## src/rtl/instruction_fetch_pkg.sv

```systemverilog
// instruction_fetch_pkg: CPU-wide word/address widths, instruction fields, reset PC and fetch FSM states
package instruction_fetch_pkg;

    localparam int WORD_WIDTH = 16;
    localparam int ADDR_WIDTH = 16;

    localparam int OPCODE_MSB = 15;
    localparam int OPCODE_LSB = 9;
    localparam int OP0_MSB = 8;
    localparam int OP0_LSB = 6;
    localparam int OP1_MSB = 5;
    localparam int OP1_LSB = 3;
    localparam int OP2_MSB = 2;
    localparam int OP2_LSB = 0;

    localparam logic [ADDR_WIDTH-1:0] RESET_PC = 16'h0000;

    typedef enum logic [1:0] {IDLE, REQ, REQ_DISCARD} fetchState_t;

endpackage

```

## src/rtl/instruction_fetch_buffer.sv

```systemverilog
// fetch_buffer: DEPTH-entry FIFO of fetched {address, word} pairs with single-cycle flush
module fetch_buffer #(
    parameter int ADDR_WIDTH = 16,
    parameter int DEPTH = 2
) (
    input  logic clock,
    input  logic notReset,
    input  logic push,
    input  logic [ADDR_WIDTH-1:0] pushAddr,
    input  logic [instruction_fetch_pkg::WORD_WIDTH-1:0] pushWord,
    input  logic pop,
    input  logic flush,
    output logic [ADDR_WIDTH-1:0] headAddr,
    output logic [instruction_fetch_pkg::WORD_WIDTH-1:0] headWord,
    output logic [$clog2(DEPTH):0] count,
    output logic empty,
    output logic full
);
    import instruction_fetch_pkg::*;

    localparam int PW = $clog2(DEPTH);
    localparam int CW = PW + 1;

    logic [ADDR_WIDTH-1:0] addrMem [DEPTH];
    logic [WORD_WIDTH-1:0] wordMem [DEPTH];
    logic [PW-1:0] rdPtr;
    logic [PW-1:0] wrPtr;

    assign headAddr = addrMem[rdPtr];
    assign headWord = wordMem[rdPtr];
    assign empty = count == '0;
    assign full = count == CW'(DEPTH);

    // Storage is unreset: only entries covered by count are ever read out
    always_ff @(posedge clock) begin
        if (push) begin
            addrMem[wrPtr] <= pushAddr;
            wordMem[wrPtr] <= pushWord;
        end
    end

    // Pointers and occupancy; a flush discards everything regardless of push/pop
    always_ff @(posedge clock or negedge notReset) begin
        if (!notReset) begin
            rdPtr <= '0;
            wrPtr <= '0;
            count <= '0;
        end else if (flush) begin
            rdPtr <= '0;
            wrPtr <= '0;
            count <= '0;
        end else begin
            if (push) wrPtr <= wrPtr + 1'b1;
            if (pop) rdPtr <= rdPtr + 1'b1;
            count <= count + CW'(push) - CW'(pop);
        end
    end

endmodule

```

## src/rtl/instruction_fetch.sv

```systemverilog
// instruction_fetch: prefetches instruction words over a req/ack port and strobes them into the IR on demand
module instruction_fetch #(
    parameter int ADDR_WIDTH = 16,
    parameter int DEPTH = 2,
    parameter logic [ADDR_WIDTH-1:0] RESET_PC = ADDR_WIDTH'(instruction_fetch_pkg::RESET_PC)
) (
    input  logic clock,
    input  logic notReset,
    output logic [ADDR_WIDTH-1:0] memAddr,
    output logic memReq,
    input  logic memAck,
    input  logic [instruction_fetch_pkg::WORD_WIDTH-1:0] memData,
    input  logic next,
    input  logic jump,
    input  logic [ADDR_WIDTH-1:0] jumpAddr,
    output logic [instruction_fetch_pkg::WORD_WIDTH-1:0] irData,
    output logic irNotLoad,
    output logic [ADDR_WIDTH-1:0] irPc,
    output logic empty
);
    import instruction_fetch_pkg::*;

    localparam int CW = $clog2(DEPTH) + 1;

    fetchState_t state;
    logic [ADDR_WIDTH-1:0] fetchPc;
    logic [ADDR_WIDTH-1:0] pcNext;
    logic [ADDR_WIDTH-1:0] headAddr;
    logic [WORD_WIDTH-1:0] headWord;
    logic [CW-1:0] count;
    logic [CW-1:0] countNext;
    logic push;
    logic pop;
    logic full;
    logic waiting;

    assign pop = next && !empty && !jump;
    assign push = state == REQ && memAck && !jump && (!full || pop);
    assign waiting = memReq && !memAck;
    assign pcNext = jump ? jumpAddr : push ? fetchPc + 1'b1 : fetchPc;
    assign countNext = jump ? '0 : count + CW'(push) - CW'(pop);

    fetch_buffer #(
        .ADDR_WIDTH(ADDR_WIDTH),
        .DEPTH(DEPTH)
    ) buffer (
        .clock(clock),
        .notReset(notReset),
        .push(push),
        .pushAddr(memAddr),
        .pushWord(memData),
        .pop(pop),
        .flush(jump),
        .headAddr(headAddr),
        .headWord(headWord),
        .count(count),
        .empty(empty),
        .full(full)
    );

    // Request FSM: hold a request until acked, then reissue as soon as the buffer will have room
    always_ff @(posedge clock or negedge notReset) begin
        if (!notReset) begin
            state <= IDLE;
            fetchPc <= RESET_PC;
            memAddr <= RESET_PC;
            memReq <= 1'b0;
        end else begin
            fetchPc <= pcNext;
            if (waiting) begin
                if (jump) state <= REQ_DISCARD;
            end else if (int'(countNext) < DEPTH) begin
                state <= REQ;
                memReq <= 1'b1;
                memAddr <= pcNext;
            end else begin
                state <= IDLE;
                memReq <= 1'b0;
            end
        end
    end

    // Instruction register drive: strobe low for the single cycle after each pop
    always_ff @(posedge clock or negedge notReset) begin
        if (!notReset) begin
            irData <= '0;
            irPc <= '0;
            irNotLoad <= 1'b1;
        end else begin
            irNotLoad <= !pop;
            if (pop) begin
                irData <= headWord;
                irPc <= headAddr;
            end
        end
    end

endmodule

```

## config.mk

```make
export PLATFORM = sky130hd
export DESIGN_NAME = instruction_fetch
export DESIGN_NICKNAME = d
export VERILOG_FILES = /design/src/rtl/instruction_fetch_pkg.sv /design/src/rtl/instruction_fetch_buffer.sv /design/src/rtl/instruction_fetch.sv
export SDC_FILE = /design/constraint.sdc
export NUM_CORES = 1
export LEC_CHECK = 0
export ABC_AREA = 1
export CELL_PAD_IN_SITES_DETAIL_PLACEMENT = 1
export CELL_PAD_IN_SITES_GLOBAL_PLACEMENT = 2
export CORE_MARGIN = 3
export CORE_UTILIZATION = 25
export DETAILED_ROUTE_END_ITERATION = 12
export PLACE_DENSITY_LB_ADDON = 0.1
export SKIP_LAST_GASP = 1
export SLEW_MARGIN = 5
export SYNTH_ARGS = -nofsm -noshare
export SYNTH_HDL_FRONTEND = slang
export SYNTH_HIERARCHICAL = 1
export SYNTH_SLANG_ARGS = --single-unit
export TNS_END_PERCENT = 1
```

## constraint.sdc

```tcl
create_clock -name clock -period 3.5 [get_ports clock]
set_input_delay 0.875 -clock clock [delete_from_list [all_inputs] [get_ports clock]]
set_output_delay 0.875 -clock clock [all_outputs]
set_load 0.05 [all_outputs]
```

==> results.py <==
metrics = {
    "die": {
        "die_h_um": 158.2,
        "core_sq_um": 22710,
        "dieArea_sq_um": 25040,
        "die_w_um": 158.2,
        "io_pins": 88,
        "fp-row-count": 55,
        "start_util_pct": 25.52,
    },
    "synth": {
        "yosysMostFrequentCell": "nand2_1",
        "ys_top_cells_by_count": "nand2_1, dfrtp_1, edfxtp_1",
        "syn_avg_cell_area_sq_um": 11.32,
        "ys_ff_latch": 136,
        "synth_edf_count": 64,
        "ys_types": 38,
        "synth_top_cell_by_area": "edfxtp_1",
        "synth_ff_type": "dfrtp_1",
        "synth_area_leaders": "edfxtp_1, dfrtp_1, nand2_1",
        "ys_warn_count": 6,
        "netlist_instances": 512,
        "netlist_area_sq_um": 5794,
        "synth_nets": 553,
        "async_flop_share_pct": 52.94,
        "ys_seq_area_share_pct": 64.28,
        "synth_top_area_share_pct": 33.17,
    },
    "sta": {
        "setup-violations-final": 0,
        "timing.fmax_mhz": 360.8,
        "finClkSkew_ns": 0.008749,
        "drv_slew": 0,
        "period_minus_slack_ns": 2.772,
        "rsz0062_at_grt": "no",
        "slew_headroom_pct": 30.72,
        "final_hold_viol_count": 0,
        "worst_slew_pin_slew_ns": 1.039,
        "tns_ns": 0,
        "fin_crit_sh_pct": 79.19,
    },
    "clock_tree": {
        "worstSkewPairLatency_ns": 0.41,
        "cts.path.max_buffers": 2,
        "clock-root-buffer": "clkbuf_16",
        "path_clk_slew_ns": 0.06,
        "post_cts.repair.setup_buffers": 0,
        "cts_hold_buffers": 0,
        "htreeDepth": 4,
        "cts_tree": "built",
        "cts_buffers": 17,
        "post_cts_resized": 0,
        "cts_sinks": 136,
    },
    "setup_path": {
        "path_cells": "nor2_1 -> clkdlybuf4s50_1",
        "cp_data_arrival_time_ns": 1.90,
        "critPathMaxFanout": 4,
        "critPathKind": "reg2out",
        "worst_ep_required_time_ns": 2.62,
        "cp-start-kind": "register",
        "critPathCaptureType": "output port",
        "max_stage_delay_ns": 0.84,
        "crit_start": "buffer/count[1]",
        "reg2reg_from": "buffer/count[1]",
        "r2r_slack_ns": 1.26,
        "cp_slowest_cell": "clkdlybuf4s50_1",
    },
    "global_route": {
        "grt_pass1_wl_um": 21910,
        "track_usage_pct": 11.55,
        "overflow": 0,
        "antenna_found_initial": 0,
        "grt_pass1_vias": 4056,
        "grt_max_degree": 62,
    },
    "run_status": {
        "status": "finished, final reports clean",
    },
    "job": {
        "cap_violations": 0,
    },
    "final_layout": {
        "num-nets-final": 654,
        "nFillCells": 2540,
        "area_delta_synth_final_pct": 30.58,
        "drive_gt1_share_pct": 15.68,
        "insertedDiodeCount": 0,
    },
    "detailed_routing": {
        "vias": 3745,
        "vias_per_cell": 4.115,
        "drt-initial-drc-count": 150,
        "wirelength_um": 13800,
        "drc": 0,
        "ant_nets": 0,
        "dr.pass1.iters": 4,
        "wl_per_cell_um": 15.16,
    },
    "power_and_ir_drop": {
        "powerDensity_nw_per_um2": 761.6,
        "cellLeakagePower_uw": 0.003243,
        "power_uw": 5762,
        "peakVddDrop_mv": 0.2237,
    },
    "placement": {
        "dp_hpwl_um": 9426,
        "gp_congestion": 0.7867,
        "portBuffers": 87,
    },
    "worst_hold_path": {
        "hold_start": "irData[1]",
        "min_path_type": "reg2reg",
    },
}
[registers in the layout, summed over array words and instances (netlist names)]
name and flops:
buffer/addrMem 32, buffer/wordMem 32, fetchPc 16, irData 16, irPc 16, memAddr 16
buffer/count 2, state 2, buffer/rdPtr 1, buffer/wrPtr 1, irNotLoad 1, memReq 1
[final cells by class]
class	instances	area [sq um]	area share [%]
Clock buffer	17	425.4	5.623
Sequential cell	136	3726	49.25
Timing Repair Buffer	99	983.4	13.00
Inverter	33	123.9	1.637
Multi-Input combinational cell	326	1815	24.00
Clock inverter	14	135.1	1.786
Tap cell	285	356.6	4.713
[per-layer routing]
layer / vias to the layer above / wire length [um] / track usage, %
met4: 0 / 207 / 3.892
li1: 1869 / - / -
met1: 1788 / 6625 / 15.14
met5: - / 0 / 0
met3: 17 / 438 / 2.761
met2: 71 / 6524 / 18.81
[critical path, delay by kind of cell, from the launching register on]
family,cells,cell delay (ns)
buffers and inverters,1,0.84
flip-flops,1,0.43
AND/OR/NAND/NOR,1,0.21
[cell usage in the layout, fill, tap and decap left out, types with 2 or more instances in the layout]
master,Yosys,layout
nand2_1,188,188
clkdlybuf4s50_1,0,86
dfrtp_1,71,70
edfxtp_1,64,64
inv_1,31,31
mux2_4,28,28
nor2_1,26,25
nand3_1,24,24
clkbuf_16,0,17
buf_4,2,11
o21ai_1,8,8
or2_2,6,6
nor2_2,5,5
clkinv_1,1,4
xor2_1,4,4
ha_1,4,4
mux2_2,4,4
and2_1,3,3
a21boi_0,3,3
a21oi_1,3,3
o21ai_0,3,3
clkinv_4,0,3
clkinvlp_4,0,3
clkinv_2,0,3
nand2_4,2,2
nand2_2,2,2
nor3_1,2,2
o21a_1,2,2
buf_12,3,2
bufinv_16,0,2
[path summary, 6_finish.rpt]
check                              endpoint  cells past startpoint
min in group asynchronous         irData[9]                      1
worst min register to register    irData[1]                      2
worst max register to register  memAddr[11]                     13
worst max-delay path                  empty                      2
worst min-delay path              irData[1]                      2
max in group asynchronous        fetchPc[7]                      2
[report_power, final]
part / switching [uW] / leakage, uW / total [uW] / internal (uW)
sequential: 202 / 0.00146 / 2190 / 1990
combinational: 1240 / 0.00152 / 1870 / 629
clock: 669 / 0.000267 / 1700 / 1030
total: 2110 / 0.00324 / 5760 / 3650
[logic make-up after synthesis]
group	after synthesis	synth area share (%)
buffers and inverters	50	4.513
AND/OR/NAND/NOR	259	18.40
adder cells (fa/ha/maj)	4	0.8638
flip-flops	136	64.28
XOR/XNOR	5	0.7557
multiplexers	33	8.205
AO/OA/AOI/OAI	25	2.980
[metrics by stage]
step,worst slack (ns),area (sq um),util (%),std cells,hold WS (ns)
4_1_cts,0.6707,7566,33.32,910,0.4802
3_5_place_dp,0.3792,7005,30.85,879,0.4641
6_report,0.7282,7566,33.32,910,0.4742
2_1_floorplan,0.3690,5794,-,512,0.4648
5_1_grt,0.5804,7566,33.32,910,0.5077
3_3_place_gp,0.4623,7005,30.85,879,0.4605
Note: power is estimated with default switching activity, not from simulation.
